--- src/rtl/float_a_div_b16.sv ---
// IEEE-754 binary16 divider (RNE) built on a 13-step restoring mantissa divider.
// Fixed 14-cycle latency from accepted start to done, special operands included.
module float_a_div_b16 (
  input  logic        clk,
  input  logic        rst_n,
  input  logic        start,
  input  logic [15:0] numA,
  input  logic [15:0] numB,
  output logic        busy,
  output logic        done,
  output logic [15:0] out
);

  typedef enum logic [1:0] {IDLE, DIV, ROUND} state_t;

  state_t             state, state_nx;
  logic [3:0]         cnt;
  logic [11:0]        rem;
  logic [12:0]        q;
  logic [10:0]        mb;
  logic signed [6:0]  exp_r;
  logic               sign_r;
  logic               spec_r;
  logic [15:0]        spec_val;

  // operand classification (subnormals count as zero)
  logic [4:0]  ea, eb;
  logic        a_zero, b_zero, a_inf, b_inf, a_nan, b_nan, sgn;
  logic        spec_hit;
  logic [15:0] spec_res;

  assign ea     = numA[14:10];
  assign eb     = numB[14:10];
  assign sgn    = numA[15] ^ numB[15];
  assign a_zero = (ea == 5'd0);
  assign b_zero = (eb == 5'd0);
  assign a_inf  = (ea == 5'h1F) && (numA[9:0] == 10'd0);
  assign b_inf  = (eb == 5'h1F) && (numB[9:0] == 10'd0);
  assign a_nan  = (ea == 5'h1F) && (numA[9:0] != 10'd0);
  assign b_nan  = (eb == 5'h1F) && (numB[9:0] != 10'd0);

  always_comb begin
    spec_hit = 1'b1;
    spec_res = '0;
    if (a_nan || b_nan || (a_zero && b_zero) || (a_inf && b_inf))
      spec_res = 16'h7E00;
    else if (a_inf || b_zero)
      spec_res = {sgn, 5'h1F, 10'h000};
    else if (a_zero || b_inf)
      spec_res = {sgn, 15'h0000};
    else
      spec_hit = 1'b0;
  end

  // one restoring step
  logic        ge;
  logic [11:0] diff, rem_nx;

  assign ge     = (rem >= {1'b0, mb});
  assign diff   = ge ? (rem - {1'b0, mb}) : rem;
  assign rem_nx = diff << 1;

  // normalize, round to nearest even, range check
  logic              norm, guard, sticky, round_up, carry;
  logic [9:0]        frac_pre, frac;
  logic signed [6:0] exp_n, exp_f;
  logic [15:0]       res, res_fin;

  always_comb begin
    norm     = q[12];
    frac_pre = norm ? q[11:2] : q[10:1];
    guard    = norm ? q[1] : q[0];
    sticky   = (norm & q[0]) | (rem != 12'd0);
    exp_n    = norm ? exp_r : exp_r - 7'sd1;
    round_up = guard & (sticky | frac_pre[0]);
    carry    = round_up & (&frac_pre);
    frac     = frac_pre + {9'd0, round_up};
    exp_f    = carry ? exp_n + 7'sd1 : exp_n;
    if (exp_f >= 7'sd31)
      res = {sign_r, 5'h1F, 10'h000};
    else if (exp_f <= 7'sd0)
      res = {sign_r, 15'h0000};
    else
      res = {sign_r, exp_f[4:0], frac};
    res_fin = spec_r ? spec_val : res;
  end

  always_comb begin
    state_nx = state;
    case (state)
      IDLE:    if (start) state_nx = DIV;
      DIV:     if (cnt == 4'd12) state_nx = ROUND;
      ROUND:   state_nx = IDLE;
      default: state_nx = IDLE;
    endcase
  end

  assign busy = (state != IDLE);

  always_ff @(posedge clk or negedge rst_n) begin
    if (!rst_n) begin
      state    <= IDLE;
      cnt      <= '0;
      rem      <= '0;
      q        <= '0;
      mb       <= '0;
      exp_r    <= '0;
      sign_r   <= 1'b0;
      spec_r   <= 1'b0;
      spec_val <= '0;
      done     <= 1'b0;
      out      <= '0;
    end else begin
      state <= state_nx;
      done  <= (state == ROUND);
      case (state)
        IDLE: if (start) begin
          rem      <= {2'b01, numA[9:0]};
          mb       <= {1'b1, numB[9:0]};
          q        <= '0;
          cnt      <= '0;
          exp_r    <= $signed({2'b00, ea}) - $signed({2'b00, eb}) + 7'sd15;
          sign_r   <= sgn;
          spec_r   <= spec_hit;
          spec_val <= spec_res;
        end
        DIV: begin
          q   <= {q[11:0], ge};
          rem <= rem_nx;
          cnt <= cnt + 4'd1;
        end
        ROUND:   out <= res_fin;
        default: ;
      endcase
    end
  end

endmodule

--- config.mk ---
export PLATFORM = sky130hd
export DESIGN_NAME = float_a_div_b16
export DESIGN_NICKNAME = d
export VERILOG_FILES = /design/src/rtl/float_a_div_b16.sv
export SDC_FILE = /design/constraint.sdc
export NUM_CORES = 1
export LEC_CHECK = 0
export CORE_MARGIN = 5
export CORE_UTILIZATION = 43
export DETAILED_ROUTE_END_ITERATION = 16
export PLACE_DENSITY = 0.6
export SYNTH_ARGS = -nofsm -noshare
export SYNTH_HDL_FRONTEND = slang
export SYNTH_SLANG_ARGS = --single-unit
--- constraint.sdc ---
create_clock -name clk -period 3.7 [get_ports clk]
set_input_delay 0.555 -clock clk [delete_from_list [all_inputs] [get_ports clk]]
set_output_delay 0.555 -clock clk [all_outputs]
set_load 0.05 [all_outputs]
Yosys cells after proc, flatten, opt, wreduce, memory -nomap -nowiden

Index checks and enable logic that the tools add are counted.

Equal/unequal tests: 7
Add/subtract/negate cells: 7
Magnitude comparators: 3
Muxes and demuxes: 23
Reduce and logical (&&, ||, !) cells: 25
Bitwise logic cells: 6

Operator list:

| kind                  | number |
|---|---|
| $mux W16              | 4 |
| $mux W15              | 2 |
| $pmux W13 S2          | 1 |
| $pmux W12 S2          | 1 |
| $logic_not A10 Y1     | 2 |
| $reduce_bool A10 Y1   | 2 |
| $mux W7               | 2 |
| $mux W13              | 1 |
| $ge A12 B11 Y1        | 1 |
| $mux W12              | 1 |
| $reduce_bool A12 Y1   | 1 |
| $mux W11              | 1 |
| $sub A11 B11 Y11      | 1 |
| $add A10 B1 Y10       | 1 |
| $eq A5 B5 Y1 const B  | 2 |
| $logic_not A5 Y1      | 2 |
| $mux W10              | 1 |
| $reduce_and A10 Y1    | 1 |
| $pmux W4 S2           | 1 |
| $add A6 B5 Y7 const B | 1 |
| $add A7 B2 Y7 const B | 1 |
| $ge A7 B6 Y1 const B  | 1 |
| $le A7 B1 Y1 const B  | 1 |
| $sub A7 B2 Y7 const B | 1 |
| 18 further kinds      | 38 |

Word-level logic and storage cells: 82
Register bits: 84
Input bits: 35
Output and inout port bits: 18

Logic depth before layout (Yosys ltp)

Depth after elaboration: 10
Gate-level depth with buffers: 16
Depth with buffers taken out: 13

Worst setup path after synthesis

Ideal clock, no wire load.

Path kind: reg-to-reg
Start: register exp_r[0]
End: register out[9]
Arrival: 2756 ps
Stages on the path, launching flop included: 12
Library setup time: 126 ps
Slack: 818 ps
Buffers on the path: 0
Required time: 3574 ps
Period minus slack after synthesis: 2882 ps
Path through: dfrtp_1 -> inv_1 -> ha_1 -> mux2i_1 -> ha_1 -> inv_1 -> o41ai_1 -> xnor2_1 -> a41oi_1 -> a211oi_2 -> nor2_4 -> a221o_1

Longest elaborated chain between the ends: 8
Elaborated cells between the ends (all ways): 9
Classes of those cells: add/sub (2); order compare (2); mux (5)

Ends and longest elaborated chain:

| what                     | line | RTL |
|---|---|---|
| start: declaration       | 21   | `logic signed [6:0] exp_r;` |
| start signal: assignment | 122  | `exp_r <= $signed({2'b00, ea}) - $signed({2'b00, eb}) + 7'sd15;` |
| $sub A7 B2 Y7            | 74   | `exp_n = norm ? exp_r : exp_r - 7'sd1;` |
| $mux W7 *                | 74   |  |
| $add A7 B2 Y7            | 78   | `exp_f = carry ? exp_n + 7'sd1 : exp_n;` |
| $mux W7 *                | 78   |  |
| $le A7 B1 Y1             | 81   | `else if (exp_f <= 7'sd0)` |
| $mux W15                 | 81   |  |
| $mux W15 *               | 79   | `if (exp_f >= 7'sd31)` |
| $mux W16 *               | 85   | `res_fin = spec_r ? spec_val : res;` |
| end signal: assignment   | 132  | `ROUND: out <= res_fin;` |
| end: declaration         | 11   | `output logic [15:0] out` |

Mark *: on every way between the ends. The rest lies on a longest branch, timed or not.
A chain may end at the register's enable or synchronous reset.

Worst setup path after layout

Same ends and word-level chain as after synthesis.

==> impl_metrics.json <==
{
  "cts_tree": "done",
  "fmax_mhz": 311,
  "clock_latency_ns": 0.36,
  "synth_flop_cell": "dfrtp_1",
  "placed_area_sq_um": 5410,
  "drt_iter0_markers": 183,
  "startpoint_type": "register",
  "grt_max_degree": 41,
  "drive_gt1_frac": 0.0630,
  "p_leak_nw": 2.42,
  "yosys.area.top_type": "dfrtp_1",
  "coreArea_sq_um": 10900,
  "htree_levels": 3,
  "period_needed_ns": 3.21,
  "dieArea_sq_um": 13400,
  "die_width_um": 116,
  "place_hpwl_um": 8320,
  "synth_nets": 619,
  "synthesis.instances": 559,
  "ioPinCount": 53,
  "dr.pass1.iters": 4,
  "synth.area.mux_share": 0.0402,
  "syn_area_per_cell_sq_um": 8.58,
  "port_buffers": 52,
  "avgRoutedWirePerCell_um": 14.8,
  "viasPerCell": 5.38,
  "synth-compound-area-share": 0.184,
  "min_period_over_period": 0.869,
  "yosysSeqAreaShare": 0.370,
  "yosys_warnings": 0,
  "finalClockSkew_ns": 0.0167,
  "area_delta_synth_final_pct": 17.2,
  "grt-ovfl-total": 0,
  "tightest_slew_ns": 1.01,
  "ant_nets": 0,
  "fin_nets": 658,
  "worstSetupPathType": "reg2reg",
  "slew_viol_final": 0,
  "power.density_nw_per_um2": 864,
  "synthTopCellsByArea": "dfrtp_1 37%, nand2_1 7.0%, ha_1 6.0%",
  "n_antenna_cell": 0,
  "status": "finished clean",
  "critPathArrivalTime_ns": 3.47,
  "cp.required_ns": 3.96,
  "synth_top_area_share": 0.370,
  "gp_congestion": 0.835,
  "placementRows": 38,
  "place_worst_setup_slack_ns": 0.505,
  "post_cts_buffers": 0,
  "crit_path_end_kind": "register",
  "start_util": 0.440,
  "cts_hold_buf": 0,
  "yosysMostFrequentCell": "nand2_1",
  "synth_edf_count": 0,
  "holdCritPathClass": "in2async",
  "yosys.area_share.simple": 0.209,
  "whs_ns": 0.333,
  "register_area_sq_um": 1780,
  "synth_adder_area_share": 0.0684,
  "synth_top_family_by_area": "simple AND/OR/NAND/NOR gates",
  "multi_input_area_sq_um": 2730,
  "hold_violations": 0,
  "cts_sinks": 71,
  "maxCapViolCount": 0,
  "ys_ff_latch": 71,
  "crit_fanout": 10,
  "antenna_found_initial": 0,
  "post-route-cell-area_sq_um": 5620,
  "netlist_area_sq_um": 4800,
  "drcViolationCount": 0,
  "relSlewSlack": 0.330,
  "vias": 3997,
  "peakVddDrop_mv": 0.479,
  "path_clk_slew_ns": 0.08,
  "setup_violations": 0,
  "cts_buffer_depth": 2,
  "n_fill_cell": 1037,
  "cts_resized": 0,
  "cts_buffers": 9,
  "fin_ws_ns": 0.486,
  "first_global_vias": 3981,
  "synthTopCellsByCount": "89 x nand2_1, 71 x dfrtp_1, 52 x o21ai_0",
  "grt_use_total": 0.178,
  "synth_xor_area_frac": 0.0676,
  "synth_cell_types": 56,
  "fp.dieH_um": 116,
  "grt_pass1_wl_um": 19100,
  "rsz0062_at_grt": "false",
  "clock_tree.root_cell": "clkbuf_8",
  "wirelength_um": 11000,
  "fin_tns_setup_ns": 0,
  "synthArstFlopShare": 1.00
}
==> metrics by stage <==
step                total power [W]  utilization  cells
finish                      0.00485        0.516    743
global route                0.00532        0.516    743
CTS                         0.00489        0.516    743
detailed placement          0.00420        0.497    727
global placement            0.00414        0.497    727
floorplan                   0.00357            -    559
==> power by group <==
group | switching, W | internal, W | total [W]
logic | 0.00157 | 0.00119 | 0.00275
clock network | 0.000311 | 0.000350 | 0.000660
registers | 0.000354 | 0.00108 | 0.00144
==> cells by family after synthesis <==
group	count (synthesis)
muxes	19
and+or+nand+nor	202
AOI/OAI and AO/OA	135
adders and majority gates	25
xor gates and xnor gates	37
DFF	71
buffers and inverters	70
==> final timing paths <==
check                                startpoint                  to  slack (ns)  cells after the start
max                        exp_r[0]$_DFFE_PN0P_  out[9]$_DFFE_PN0P_        0.49                     11
min                                       rst_n    q[9]$_DFFE_PN0P_        0.33                      1
max reg2reg                exp_r[0]$_DFFE_PN0P_  out[9]$_DFFE_PN0P_        0.49                     11
min reg2reg                  mb[10]$_DFFE_PN0P_  mb[10]$_DFFE_PN0P_        0.46                      2
max in group asynchronous                 rst_n   mb[7]$_DFFE_PN0P_        2.56                      2
min in group clk             mb[10]$_DFFE_PN0P_  mb[10]$_DFFE_PN0P_        0.46                      2
==> sequential cells by signal (all words and copies together), names as in the netlist <==
name / cells
rem: 12
state: 2
exp_r: 7
mb: 11
spec_val: 3
out: 16
cnt: 4
spec_r: 1
sign_r: 1
q: 13
done: 1
==> routing by layer <==
metal  part of all wire  wire length (um)  global-route usage  vias to the layer above
li1                   -                 -                   -                     2051
met1               0.47              5180               0.235                     1859
met2               0.46              5070               0.291                       70
met3              0.045               494              0.0339                       17
met4              0.020               220              0.0681                        0
met5                  0                 0                   0                        -
==> final cells by class <==
cell class                      instances  area share
Clock buffer                           12      0.0276
Clock inverter                          4     0.00957
Inverter                               36      0.0240
Multi-Input combinational cell        418       0.486
Sequential cell                        71       0.316
Tap cell                              140      0.0312
Timing Repair Buffer                   62       0.105
==> worst max-delay path: stages (launching register included) <==
cell      delay [ns]
dfrtp_1         0.44
inv_1           0.11
ha_1            0.32
mux2i_1         0.24
ha_1            0.30
inv_1           0.11
o41ai_1         0.44
xnor2_1         0.14
o41ai_1         0.34
a2111o_1        0.26
nor2_4          0.08
a221o_1         0.33
==> placed cells by master, fill, tap and decap left out, drive strengths merged, types with 8 or more instances in the layout <==
cell / Yosys / routed
xnor2: 24 / 24
dfrtp: 71 / 71
o21ai: 52 / 52
nor2: 24 / 24
clkbuf: 25 / 12
nor4: 12 / 12
xor2: 13 / 13
a21o: 9 / 9
a21oi: 19 / 19
mux2i: 17 / 17
nand4: 8 / 8
nor3: 10 / 10
and3: 9 / 9
a22o: 8 / 8
buf: 9 / 11
ha: 23 / 23
clkdlybuf4s50: 0 / 51
nand3: 21 / 21
inv: 36 / 36
nor2b: 8 / 8
nand2: 89 / 89
Power figures use the tool's default switching activity.
